### src/rtl/mem_stage_pkg.sv
// Shared widths, stall-vector positions and bus layouts for the memory-access stage.
// Mirrors the global defines so the stage and its sub-module agree on field positions.
package mem_stage_pkg;

  localparam int EX_TO_MEM_WD = 76;
  localparam int MEM_TO_WB_WD = 70;
  localparam int MEM_TO_RF_WD = 38;
  localparam int LOAD_W       = 5;
  localparam int STALL_W      = 6;

  localparam int  STALL_MEM = 3;
  localparam int  STALL_WB  = 4;
  localparam logic STOP     = 1'b1;
  localparam logic NO_STOP  = 1'b0;

  typedef struct packed {
    logic [31:0] pc;
    logic        ram_en;
    logic [3:0]  ram_wen;
    logic        sel_rf_res;
    logic        rf_we;
    logic [4:0]  rf_waddr;
    logic [31:0] ex_result;
  } ex_to_mem_t;

  typedef struct packed {
    logic lb;
    logic lbu;
    logic lh;
    logic lhu;
    logic lw;
  } load_flags_t;

endpackage

### src/rtl/mem_stage_load_ext.sv
// Little-endian load alignment: picks the addressed byte/half of the SRAM word and extends it.
// With no sub-word flag set the whole word passes through, which covers lw.
module load_ext
  import mem_stage_pkg::*;
(
  input  logic [31:0] raw,
  input  logic [1:0]  off,
  input  logic        lb,
  input  logic        lbu,
  input  logic        lh,
  input  logic        lhu,
  output logic [31:0] load_data
);

  logic [7:0]  byte_sel;
  logic [15:0] half_sel;

  always_comb begin
    byte_sel = raw[7:0];
    case (off)
      2'd0: byte_sel = raw[7:0];
      2'd1: byte_sel = raw[15:8];
      2'd2: byte_sel = raw[23:16];
      2'd3: byte_sel = raw[31:24];
      default: byte_sel = raw[7:0];
    endcase
  end

  // Misaligned halfword addresses silently use the half selected by off[1].
  assign half_sel = off[1] ? raw[31:16] : raw[15:0];

  always_comb begin
    load_data = raw;
    if (lb)
      load_data = {{24{byte_sel[7]}}, byte_sel};
    else if (lbu)
      load_data = {24'd0, byte_sel};
    else if (lh)
      load_data = {{16{half_sel[15]}}, half_sel};
    else if (lhu)
      load_data = {16'd0, half_sel};
  end

endmodule

### src/rtl/mem_stage.sv
// Memory-access pipeline stage: EX->MEM register, stall-safe SRAM read-data hold, load alignment,
// and packing of the MEM->WB and MEM->ID forwarding buses.
module mem_stage
  import mem_stage_pkg::*;
#(
  parameter int EX_TO_MEM_W = EX_TO_MEM_WD,
  parameter int MEM_TO_WB_W = MEM_TO_WB_WD,
  parameter int MEM_TO_RF_W = MEM_TO_RF_WD,
  parameter int LOAD_WD     = LOAD_W
) (
  input  logic                   clk,
  input  logic                   rst,
  input  logic [STALL_W-1:0]     stall,
  input  logic [EX_TO_MEM_W-1:0] ex_to_mem_bus,
  input  logic [LOAD_WD-1:0]     ex_load_bus,
  input  logic [31:0]            data_sram_rdata,
  output logic [MEM_TO_WB_W-1:0] mem_to_wb_bus,
  output logic [MEM_TO_RF_W-1:0] mem_to_rf_bus,
  output logic                   mem_is_load
);

  ex_to_mem_t  ex_r;
  load_flags_t load_r;
  logic        first_cyc;
  logic [31:0] rdata_buf;
  logic [31:0] raw;
  logic [31:0] load_data;
  logic [31:0] mem_result;
  logic        unused_ok;

  // A bubble is inserted when MEM holds but WB keeps draining; first_cyc marks any fresh entry.
  always_ff @(posedge clk) begin
    if (rst) begin
      ex_r      <= '0;
      load_r    <= '0;
      first_cyc <= 1'b0;
    end else if (stall[STALL_MEM] == STOP && stall[STALL_WB] == NO_STOP) begin
      ex_r      <= '0;
      load_r    <= '0;
      first_cyc <= 1'b1;
    end else if (stall[STALL_MEM] == NO_STOP) begin
      ex_r      <= ex_to_mem_bus;
      load_r    <= ex_load_bus;
      first_cyc <= 1'b1;
    end else begin
      first_cyc <= 1'b0;
    end
  end

  // The SRAM only presents read data for one cycle, so a stalled entry keeps its own copy.
  always_ff @(posedge clk) begin
    if (rst)
      rdata_buf <= '0;
    else if (first_cyc && stall[STALL_MEM] == STOP)
      rdata_buf <= data_sram_rdata;
  end

  assign raw = first_cyc ? data_sram_rdata : rdata_buf;

  load_ext u_load_ext (
    .raw       (raw),
    .off       (ex_r.ex_result[1:0]),
    .lb        (load_r.lb),
    .lbu       (load_r.lbu),
    .lh        (load_r.lh),
    .lhu       (load_r.lhu),
    .load_data (load_data)
  );

  assign mem_result    = ex_r.sel_rf_res ? load_data : ex_r.ex_result;
  assign mem_to_wb_bus = {ex_r.pc, ex_r.rf_we, ex_r.rf_waddr, mem_result};
  assign mem_to_rf_bus = {ex_r.rf_we, ex_r.rf_waddr, mem_result};
  assign mem_is_load   = ex_r.ram_en & ~|ex_r.ram_wen;

  assign unused_ok = ^{stall[5], stall[2:0], load_r.lw};

endmodule
### config.mk
export PLATFORM = sky130hd
export DESIGN_NAME = mem_stage
export DESIGN_NICKNAME = d
export VERILOG_FILES = /design/src/rtl/mem_stage_pkg.sv /design/src/rtl/mem_stage_load_ext.sv /design/src/rtl/mem_stage.sv
export SDC_FILE = /design/constraint.sdc
export NUM_CORES = 1
export LEC_CHECK = 0
export ABC_AREA = 1
export CAP_MARGIN = 10
export CORE_ASPECT_RATIO = 0.8
export CORE_MARGIN = 10
export CORE_UTILIZATION = 38
export DETAILED_ROUTE_END_ITERATION = 10
export GPL_ROUTABILITY_DRIVEN = 0
export HOLD_SLACK_MARGIN = 0.1
export PLACE_DENSITY_LB_ADDON = 0.15
export SLEW_MARGIN = 20
export SYNTH_ARGS = -nofsm -noshare
export SYNTH_HDL_FRONTEND = slang
export SYNTH_SLANG_ARGS = --single-unit
### constraint.sdc
create_clock -name clk -period 2 [get_ports clk]
set_clock_uncertainty 0.1 [all_clocks]
set_input_delay 0.3 -clock clk [delete_from_list [all_inputs] [get_ports clk]]
set_output_delay 0.3 -clock clk [all_outputs]
set_load 0.01 [all_outputs]
# Word-level counts from Yosys, hierarchy flattened
# Cells that the tools add are included.
[totals] output_inout_bits=109 ramBits=0 reg_bits=113 latch_bits=0 input_bits=121 wordCells=34 mem_count=0 mem_bits_ro=0
[classes] n_div=0 mul=0 shifts=0 eq_ne=3 reduce_logical=6 mux=10 magnitude_cmp=0 n_bitwise=2 addsub=0
[op_table] cell="two-way mux 32 bit" n=6
[op_table] cell="case mux 8 bit (4 select lines)" n=1
[op_table] cell="two-way mux 16 bit" n=1
[op_table] cell="== test 2 bit (second input constant)" n=2
[op_table] cell="OR reduction 4 bit" n=1
[op_table] cell="== test 2 x 1 -> 1 bit (second input constant)" n=1
[op_table] cell="logical AND 1 bit" n=2
[op_table] cell="logical NOT 2 bit" n=1
[op_table] cell="two-way mux 1 bit" n=2
[op_table] cell="OR reduction 2 bit" n=1
[op_table] cell="AND 1 bit" n=1
[op_table] cell="logical NOT 1 bit" n=1
[op_table] cell="NOT 1 bit" n=1

# Depth between registers and ports, before layout
# Gate-level depths: netlist of the first run.
[logic_depth] word_depth=7 mapped_depth=13 ltp_nobuf=11

# Hierarchy
# A second synthesis of the first run with hierarchy kept.
[hier_totals] cells_unflattened=1288 area_unflattened_um2=7400.8
[modules_own_cells] module="mem_stage" n_inst=1 area_per_inst_um2=6268.5 seq_area_each_um2=2262.2 cells_per_inst=1053
[modules_own_cells] module="load_ext" n_inst=1 area_per_inst_um2=1132.3 seq_area_each_um2=0.0 cells_per_inst=235

# Worst setup path after synthesis of the first run
# No wires, ideal clock.
[synth_timing] path_kind="register to output" start="reg first_cyc" end="out mem_to_wb_bus[2]" required_ps=1600 n_path_buf=3 t_arrival_ps=1440 path_slack_ps=160 stages_incl_launch_ff=10 path_cell_list="dfxtp_1 > inv_1 > buf_4 > buf_2 > nand2_1 > o21ai_0 > o21ai_0 > nor2_1 > nor2_1 > buf_4"
[synth_via] elab_chain_len=7 elab_cells_between_ends=8 cone_classes="8 x mux"
[synth_lines] item="from (decl)" line="mem_stage.sv:24" rtl="logic first_cyc;"
[synth_lines] item="from (signal assigned)" line="mem_stage.sv:36" rtl="first_cyc <= 1'b0;"
[synth_lines] item="from (signal assigned)" line="mem_stage.sv:40" rtl="first_cyc <= 1'b1;"
[synth_lines] item="from (signal assigned)" line="mem_stage.sv:44" rtl="first_cyc <= 1'b1;"
[synth_lines] item="two-way mux 32 bit *" line="mem_stage.sv:58" rtl="assign raw = first_cyc ? data_sram_rdata : rdata_buf;"
[synth_lines] item="two-way mux 16 bit" line="mem_stage_load_ext.sv:30" rtl="assign half_sel = off[1] ? raw[31:16] : raw[15:0];"
[synth_lines] item="two-way mux 32 bit" line="mem_stage_load_ext.sv:40" rtl="else if (lhu)"
[synth_lines] item="two-way mux 32 bit" line="mem_stage_load_ext.sv:38" rtl="else if (lh)"
[synth_lines] item="two-way mux 32 bit" line="mem_stage_load_ext.sv:36" rtl="else if (lbu)"
[synth_lines] item="two-way mux 32 bit *" line="mem_stage_load_ext.sv:34" rtl="if (lb)"
[synth_lines] item="two-way mux 32 bit *" line="mem_stage.sv:70" rtl="assign mem_result = ex_r.sel_rf_res ? load_data : ex_r.ex_result;"
[synth_lines] item="to (decl)" line="mem_stage.sv:17" rtl="output logic [MEM_TO_WB_W-1:0] mem_to_wb_bus,"
# Mark *: on every way between the ends. The rest lies on a longest branch, timed or not.

# Worst setup path in the final report of the first run
[layout_timing] start="reg first_cyc" end="out mem_to_rf_bus[8]"
[layout_via] elab_chain_len=7 elab_cells_between_ends=8 cone_classes="8 x mux"
[layout_lines] item="two-way mux 32 bit *" line="mem_stage.sv:58"
[layout_lines] item="two-way mux 16 bit" line="mem_stage_load_ext.sv:30"
[layout_lines] item="two-way mux 32 bit" line="mem_stage_load_ext.sv:40"
[layout_lines] item="two-way mux 32 bit" line="mem_stage_load_ext.sv:38"
[layout_lines] item="two-way mux 32 bit" line="mem_stage_load_ext.sv:36"
[layout_lines] item="two-way mux 32 bit *" line="mem_stage_load_ext.sv:34"
[layout_lines] item="two-way mux 32 bit *" line="mem_stage.sv:70"
[layout_lines] item="to (decl)" line="mem_stage.sv:18" rtl="output logic [MEM_TO_RF_W-1:0] mem_to_rf_bus,"
# Marked as above.

==> summary.md, run 1 <==
| Metric | Value |
|---|---|
| Status | `finished with violations` |
| Failing checks | `negative setup slack` |
| N_diodes | `0` |
| Layout cells sized above 1 | `0.294` |
| CTS max path bufs | `2` |
| Crit path to | `mem_to_rf_bus[8]` |
| Critical Path, Cell by Cell | `inv_4, buf_12, buf_2, nand2_1, and2_4, o21ai_4, buf_4, inv_1, nand2_2, nand2_1, nand2_2, buf_6` |
| Crit-path max cell delay | `roughly 0.37 ns` |
| Synth Cell Area | `slightly below 0.006 mm²` |
| Syn Inst Count | `~930` |
| Core box area | `around 0.015 mm²` |
| Reg2reg start | `first_cyc` |
| Wire length of the first global-routing pass | `roughly 36,000 µm` |
| DP Cell Count | `around 1,300` |
| ANT nets after route | `0` |
| CP Capture Type | `primary output` |
| RR Endpoint | `rdata_buf[10]` |
| Reg clk slew, reported paths | `around 0.050 ns` |
| Final net count | `1,255` |
| Non-filler instance count after layout | `roughly 1,400` |
| CTS tree | `yes` |
| Synth Register Bits | `~110` |
| Crit path time final | `about 2.5 ns` |
| Area grow syn2layout | `65.9%` |
| # DRC | `0` |
| Pins Over Slew Limit | `0` |
| Crit path arrival time | `about 2.1 ns` |
| First DRT Iteration DRCs | `just under 500` |
| DR vias/cell | `between 4 and 5` |
| Synth cell types | `24` |
| Share of the synthesized area in the top cell type | `0.380` |
| Slew HR | `0.680` |
| Setup WS post-layout | `-0.496 ns` |
| Internal reg-to-reg setup slack | `around 0.15 ns` |
| Worst endpoint required time | `about 1.6 ns` |
| Worst min-delay path class | `in -> reg` |
| Hold Startpoint | `ex_to_mem_bus[58]` |
| H-tree levels | `4` |
| DP Area | `between 0.008 and 0.009 mm²` |
| Avg Inst Size Synth | `between 6 and 7 µm²` |
| Reg2Reg Depth | `8` |
| Die area | `roughly 0.021 mm²` |
| Hold path depth | `3` |
| TritonCTS buffer count | `17` |
| Total GRT Usage | `0.210` |
| Initial Util | `0.392` |
| Sequential area share after synthesis | `0.380` |
| Final setup fails | `64` |
| Std cell rows | `40` |
| Critical path origin | `first_cyc` |
| Crit Path Category | `reg -> out` |
| Net Count, Synth | `about 1,000` |
| Syn. warnings | `0` |
| Max Cap Viol | `0` |
| Input/output buffers | `between 200 and 250` |
| Slowest stage cell, crit path | `dfxtp_4` |
| Top cells by area, synth | `dfxtp_1, nand2_1, a21oi_1` |
| Sink Count | `between 100 and 150` |
| IO Pins | `230` |
| DIE WIDTH | `around 160 µm` |
| Startpoint Class | `register` |
| Wirelength, routed | `approximately 23,000 µm` |
| Max Clk Rate | `0.401 GHz` |
| RSZ-0062 raised after global routing | `true` |
| LEAKAGE | `around 4.3 nW` |
| Tightest Pin Transition | `roughly 0.48 ns` |
| Post-DP HPWL | `16,100 µm` |
| Largest area contributor in the netlist | `dfxtp_1` |
| 1st-pass router iterations | `5` |
| Hold Vio Cnt, Final | `0` |
| Power per cell area | `roughly 770 mW/mm²` |
| Design area | `a little under 0.01 mm²` |
| VDD IR max | `0.000594 V` |
| Vias | `6,551` |
| Final Cycle Share | `1.25` |
| Crit Path Max Fanout | `6` |
| Clock latency at the later pin of the worst-skew pair | `approximately 0.41 ns` |
| Overflow after GRT | `0` |
| Root buf cell | `clkbuf_16` |
| Number of global-route vias before repair | `between 6,000 and 7,000` |
| Initial antenna violation count | `0` |
| Fin util | `0.650` |
| Die H | `about 130 µm` |
| Pin count of the biggest net entering global routing | `82` |
| Wire per inst | `17.1 µm` |
==> routing by layer <==
layer  GRT usage  vias to the layer above  part of all wire  wire length [µm]
met5           0                        -                 0                 0
met4      0.0713                        0             0.022               508
met3      0.0983                       37              0.10              2360
met2       0.329                      272              0.46             10700
met1       0.246                     2964              0.42              9610
li1            -                     3278                 -                 -
==> placed cells by master, fill, tap and decap left out, types with 9 or more instances in the layout <==
master	netlist	routed
o21ai_2	0	15
buf_2	11	24
a21oi_1	125	116
nand2_1	350	278
clkbuf_16	0	17
nor2_4	0	9
nand2_2	3	63
inv_1	46	40
buf_12	0	12
nand3_2	0	11
nor2_1	64	48
nand2_4	0	11
buf_4	78	62
o21ai_0	55	29
dfxtp_1	113	109
buf_6	2	55
clkdlybuf4s50_1	0	158
==> per-stage QoR <==
| step | power (mW) | setup WS [ns] | TNS (ns) | hold WS [ns] |
|---|---|---|---|---|
| floorplan | 3.19 | 0.160 | 0 | 0.269 |
| global route | 7.89 | -0.564 | -31.16 | 0.330 |
| global placement | 3.89 | -0.775 | -36.18 | 0.336 |
| CTS | 7.51 | -0.512 | -24.63 | 0.321 |
| finish | 7.58 | -0.496 | -24.66 | 0.333 |
| detailed placement | 3.90 | -0.775 | -37.92 | 0.342 |
==> Yosys cell counts (all sizes together) <==
master,number
a211oi,2
nand3,19
buf,96
o211ai,2
o22ai,2
and2,2
a21boi,3
nor4,1
nand4,1
mux2i,4
nand2,353
nor3,1
o21ai,56
inv,48
dfxtp,113
clkbuf,33
nor2,64
a21oi,125
==> worst min-delay path by stage <==
stage                              to  slack, ns
floorplan                   first_cyc       0.27
global placement         rdata_buf[9]       0.34
detailed placement       rdata_buf[9]       0.34
CTS                 mem_to_wb_bus[52]       0.32
global route        mem_to_wb_bus[41]       0.33
finish              mem_to_wb_bus[52]       0.33
==> area by class of cell <==
type,count,area [µm²]
fillers,1392,5330
multi-input cells,635,3280
repair buffers,319,3220
flip-flops and latches,113,2270
clock buffers,20,457
well taps,210,263
clock inverters,11,209
inverters,48,189
==> cell families after synthesis <==
| logic type | after synthesis | share of synthesized area |
|---|---|---|
| and+or+nand+nor | 441 | 0.285 |
| AOI/OAI and AO/OA | 190 | 0.163 |
| buffers and inverters | 177 | 0.166 |
| DFF | 113 | 0.380 |
| muxes | 4 | 0.00672 |
==> sequential cells by signal, summed over array words and instances, names as in the netlist <==
name           flops
rdata_buf         32
mem_to_rf_bus      6
ex_r              38
load_r             4
mem_to_wb_bus     32
first_cyc          1
==> what timing repair did <==
item                                    in CTS  in global routing
pin swaps                                   28                 26
cloned                                       6                  0
endpoints found under the hold margin        1                  0
resized for setup                          439                 84
hold buffers                                 1                  0
endpoints found under the setup margin      65                 68
buffers inserted                            17                  9
==> critical path, delay by kind of cell (launching register included) <==
kind / cells / cell delay (ns)
AO/OA/AOI/OAI: 1 / 0.16
buffers and inverters: 6 / 0.66
flip-flops: 1 / 0.37
AND/OR/NAND/NOR: 5 / 0.49
==> power breakdown <==
group | total (mW) | internal, mW | leakage [nW] | switching (mW)
combinational | 1.72 | 0.862 | 3.07 | 0.860
sequential | 2.44 | 2.37 | 0.929 | 0.0624
clock | 3.42 | 2.39 | 0.330 | 1.03
total | 7.58 | 5.62 | 4.33 | 1.96
Power figures use the tool's default switching activity.
==> run 2, diff against run 1 <==
--- a/config.mk
+++ b/config.mk
@@ -8,7 +8,7 @@
 export ABC_AREA = 1
 export CAP_MARGIN = 10
 export CORE_ASPECT_RATIO = 0.8
-export CORE_MARGIN = 10
+export CORE_MARGIN = 3
 export CORE_UTILIZATION = 38
 export DETAILED_ROUTE_END_ITERATION = 10
 export GPL_ROUTABILITY_DRIVEN = 0
==> run 2 against run 1 <==
Compared with the run above: the run still ends with negative setup slack left; non-clock buffer count is 18 lower; combinational power shrank 7%; routed wire length down 9.3%; clock-buffer cell count grew 4; flip-flop and latch count did not move; critical path type unchanged; critical endpoint is now mem_to_rf_bus[13]; largest cell class unchanged; largest power group unchanged.
==> summary.md, run 2 (synthesis results as in run 1) <==
| Metric | Value |
|---|---|
| Layout cells sized above 1 | `0.257 (-0.0374)` |
| Std cell rows | `40 (unchanged)` |
| H-tree levels | `4 (unchanged)` |
| Reg clk slew, reported paths | `0.05 ns (about the same)` |
| Startpoint Class | `register` |
| Post-Place Setup Slack | `-0.679 ns (+0.0962 ns)` |
| Core box area | `0.0152 mm² (-0.33%)` |
| Setup WS post-layout | `-0.581 ns (-0.0846 ns)` |
| Wire per inst | `15.7 µm (-8.2%)` |
| Reg power frac | `0.331 (+0.010)` |
| Wire length of the first global-routing pass | `32,500 µm (-8.8%)` |
| Final net count | `1,238 (-1.4%)` |
| Number of flip-flops in the largest register | `38 (unchanged)` |
| Cell Int Power | `5.41 mW (-3.7%)` |
| Post-DP HPWL | `14,300 µm (-11%)` |
| Input/output buffers | `224 (unchanged)` |
| DR vias/cell | `4.85 (+0.30%)` |
| Worst min-delay path class | `in -> reg` |
| LEAKAGE | `4.20 nW (-3.0%)` |
| Die area | `0.0172 mm² (-18%)` |
| Power, Total | `7.34 mW (-3.1%)` |
| VDD IR max | `0.000753 V (+27%)` |
| N_diodes | `0 (unchanged)` |
| Pin count of the biggest net entering global routing | `83 (+1.2%)` |
| 1st-pass router iterations | `5 (unchanged)` |
| CTS max path bufs | `2 (unchanged)` |
| Failing checks | `negative setup slack` |
| Total GRT Usage | `0.234 (+0.0248)` |
| Die H | `118 µm (-11%)` |
| CTS tree | `yes` |
| DIE WIDTH | `146 µm (-8.8%)` |
| Crit Path Category | `reg -> out` |
| # DRC | `0 (unchanged)` |
| Clock power share | `0.451 (about the same)` |
| Fin util | `0.629 (-0.0210)` |
| Sw power | `1.93 mW (-1.2%)` |
| Slew HR | `0.640 (-0.0397)` |
| IO Pins | `230 (unchanged)` |
| Area grow syn2layout | `60.0%` |
| TritonCTS buffer count | `17 (unchanged)` |
| Hold Vio Cnt, Final | `0 (unchanged)` |
| Final Cycle Share | `1.29 (+0.0423)` |
| CP Capture Type | `primary output` |
| Initial antenna violation count | `0 (unchanged)` |
| Sw frac | `0.263 (+0.00496)` |
| Sink Count | `113 (unchanged)` |
| Vias | `6,493 (-0.89%)` |
| Number of global-route vias before repair | `6,318 (-4.8%)` |
| Most flop-heavy register | `ex_r` |
| Crit path time final | `2.58 ns (+0.0846 ns)` |
| Commonest non-fill, non-tap cell in the layout | `nand2_1` |
| Crit Path Max Fanout | `6 (unchanged)` |
| Clock latency at the later pin of the worst-skew pair | `0.41 ns (about the same)` |
| Setup TNS | `-29.04 ns (-4.38 ns)` |
| Tightest Pin Transition | `0.539 ns (+0.0608 ns)` |
| Max Clk Rate | `0.388 GHz (-3.3%)` |
| DP Cell Count | `1,289 (-0.54%)` |
| Most frequent cells in the layout | `nand2_1, clkdlybuf4s50_1, a21oi_1` |
| Comb pwr share | `0.218 (-0.009)` |
| Final setup fails | `64 (unchanged)` |
| Crit path arrival time | `2.18 ns (+0.08 ns)` |
| Pins Over Slew Limit | `0 (unchanged)` |
| Worst endpoint required time | `1.60 ns (about the same)` |
| ANT nets after route | `0 (unchanged)` |
| Power per cell area | `770 mW/mm² (+0.48%)` |
| Non-filler instance count after layout | `1,340 (-1.2%)` |
| Overflow after GRT | `0 (unchanged)` |
| First DRT Iteration DRCs | `392 (-21%)` |
| Root buf cell | `clkbuf_16` |
| Status | `finished with violations` |
| Hold Buf Count CTS | `0 (-1)` |
| Wirelength, routed | `21,000 µm (-9.3%)` |
| RSZ-0062 raised after global routing | `true` |
| Initial Util | `0.393 (+0.00129)` |
| Max Cap Viol | `0 (unchanged)` |
run 2: timing repair:
item / CTS / global route
hold endpoints to repair: 0 / 0
pin swaps: 21 / 32
buffers inserted: 12 / 4
setup endpoints to repair: 65 / 64
resized for setup: 363 / 109
gates cloned: 4 / 1
run 2: worst max-delay path: stages (launching register included):
cell	delay, ns
dfxtp_2	0.33
buf_6	0.12
inv_4	0.05
buf_12	0.12
nand2_4	0.05
nand2_4	0.06
nand2_2	0.06
nand2_2	0.08
nand2_2	0.06
nand2_2	0.08
nand2_4	0.08
buf_12	0.14
buf_16	0.13
buf_6	0.11
nand2_2	0.04
nand2_1	0.04
nand2_1	0.07
buf_2	0.13
run 2: cell type report:
class / count / area [µm²]
fillers: 1424 / 5630
multi-input cells: 636 / 3190
repair buffers: 301 / 2970
flip-flops and latches: 113 / 2270
clock buffers: 24 / 502
well taps: 210 / 263
inverters: 48 / 183
clock inverters: 8 / 149
run 2: metrics by stage:
step           hold WS, ns  cell area [µm²]
2_1_floorplan        0.269             5960
3_3_place_gp         0.337             8220
3_5_place_dp         0.343             8220
4_1_cts              0.319             9230
5_1_grt              0.325             9530
6_report             0.324             9530
run 2: power by group through the flow:
stage	logic (mW)	registers, mW	clock network, mW
2_1_floorplan	0.724	2.46	0
3_3_place_gp	1.40	2.47	0
3_5_place_dp	1.40	2.47	0
4_1_cts	1.50	2.43	3.36
5_1_grt	1.73	2.45	3.47
6_report	1.60	2.43	3.31
run 2: path summary, 6_finish.rpt:
kind	start	end	slack [ns]	cells after the start
max reg2reg	first_cyc	rdata_buf[25]	0.11	9
min reg2reg	mem_to_wb_bus[49]	mem_to_wb_bus[49]	0.35	2
min	stall[3]	rdata_buf[5]	0.32	3
max	first_cyc	mem_to_rf_bus[13]	-0.58	17
run 2: layer usage:
metal / wire length, µm / up-vias / GRT usage
met1: 8880 / 2947 / 0.294
met5: 0 / - / 0
met3: 2070 / 31 / 0.0951
met2: 9760 / 269 / 0.378
met4: 277 / 0 / 0.0570
li1: - / 3246 / -
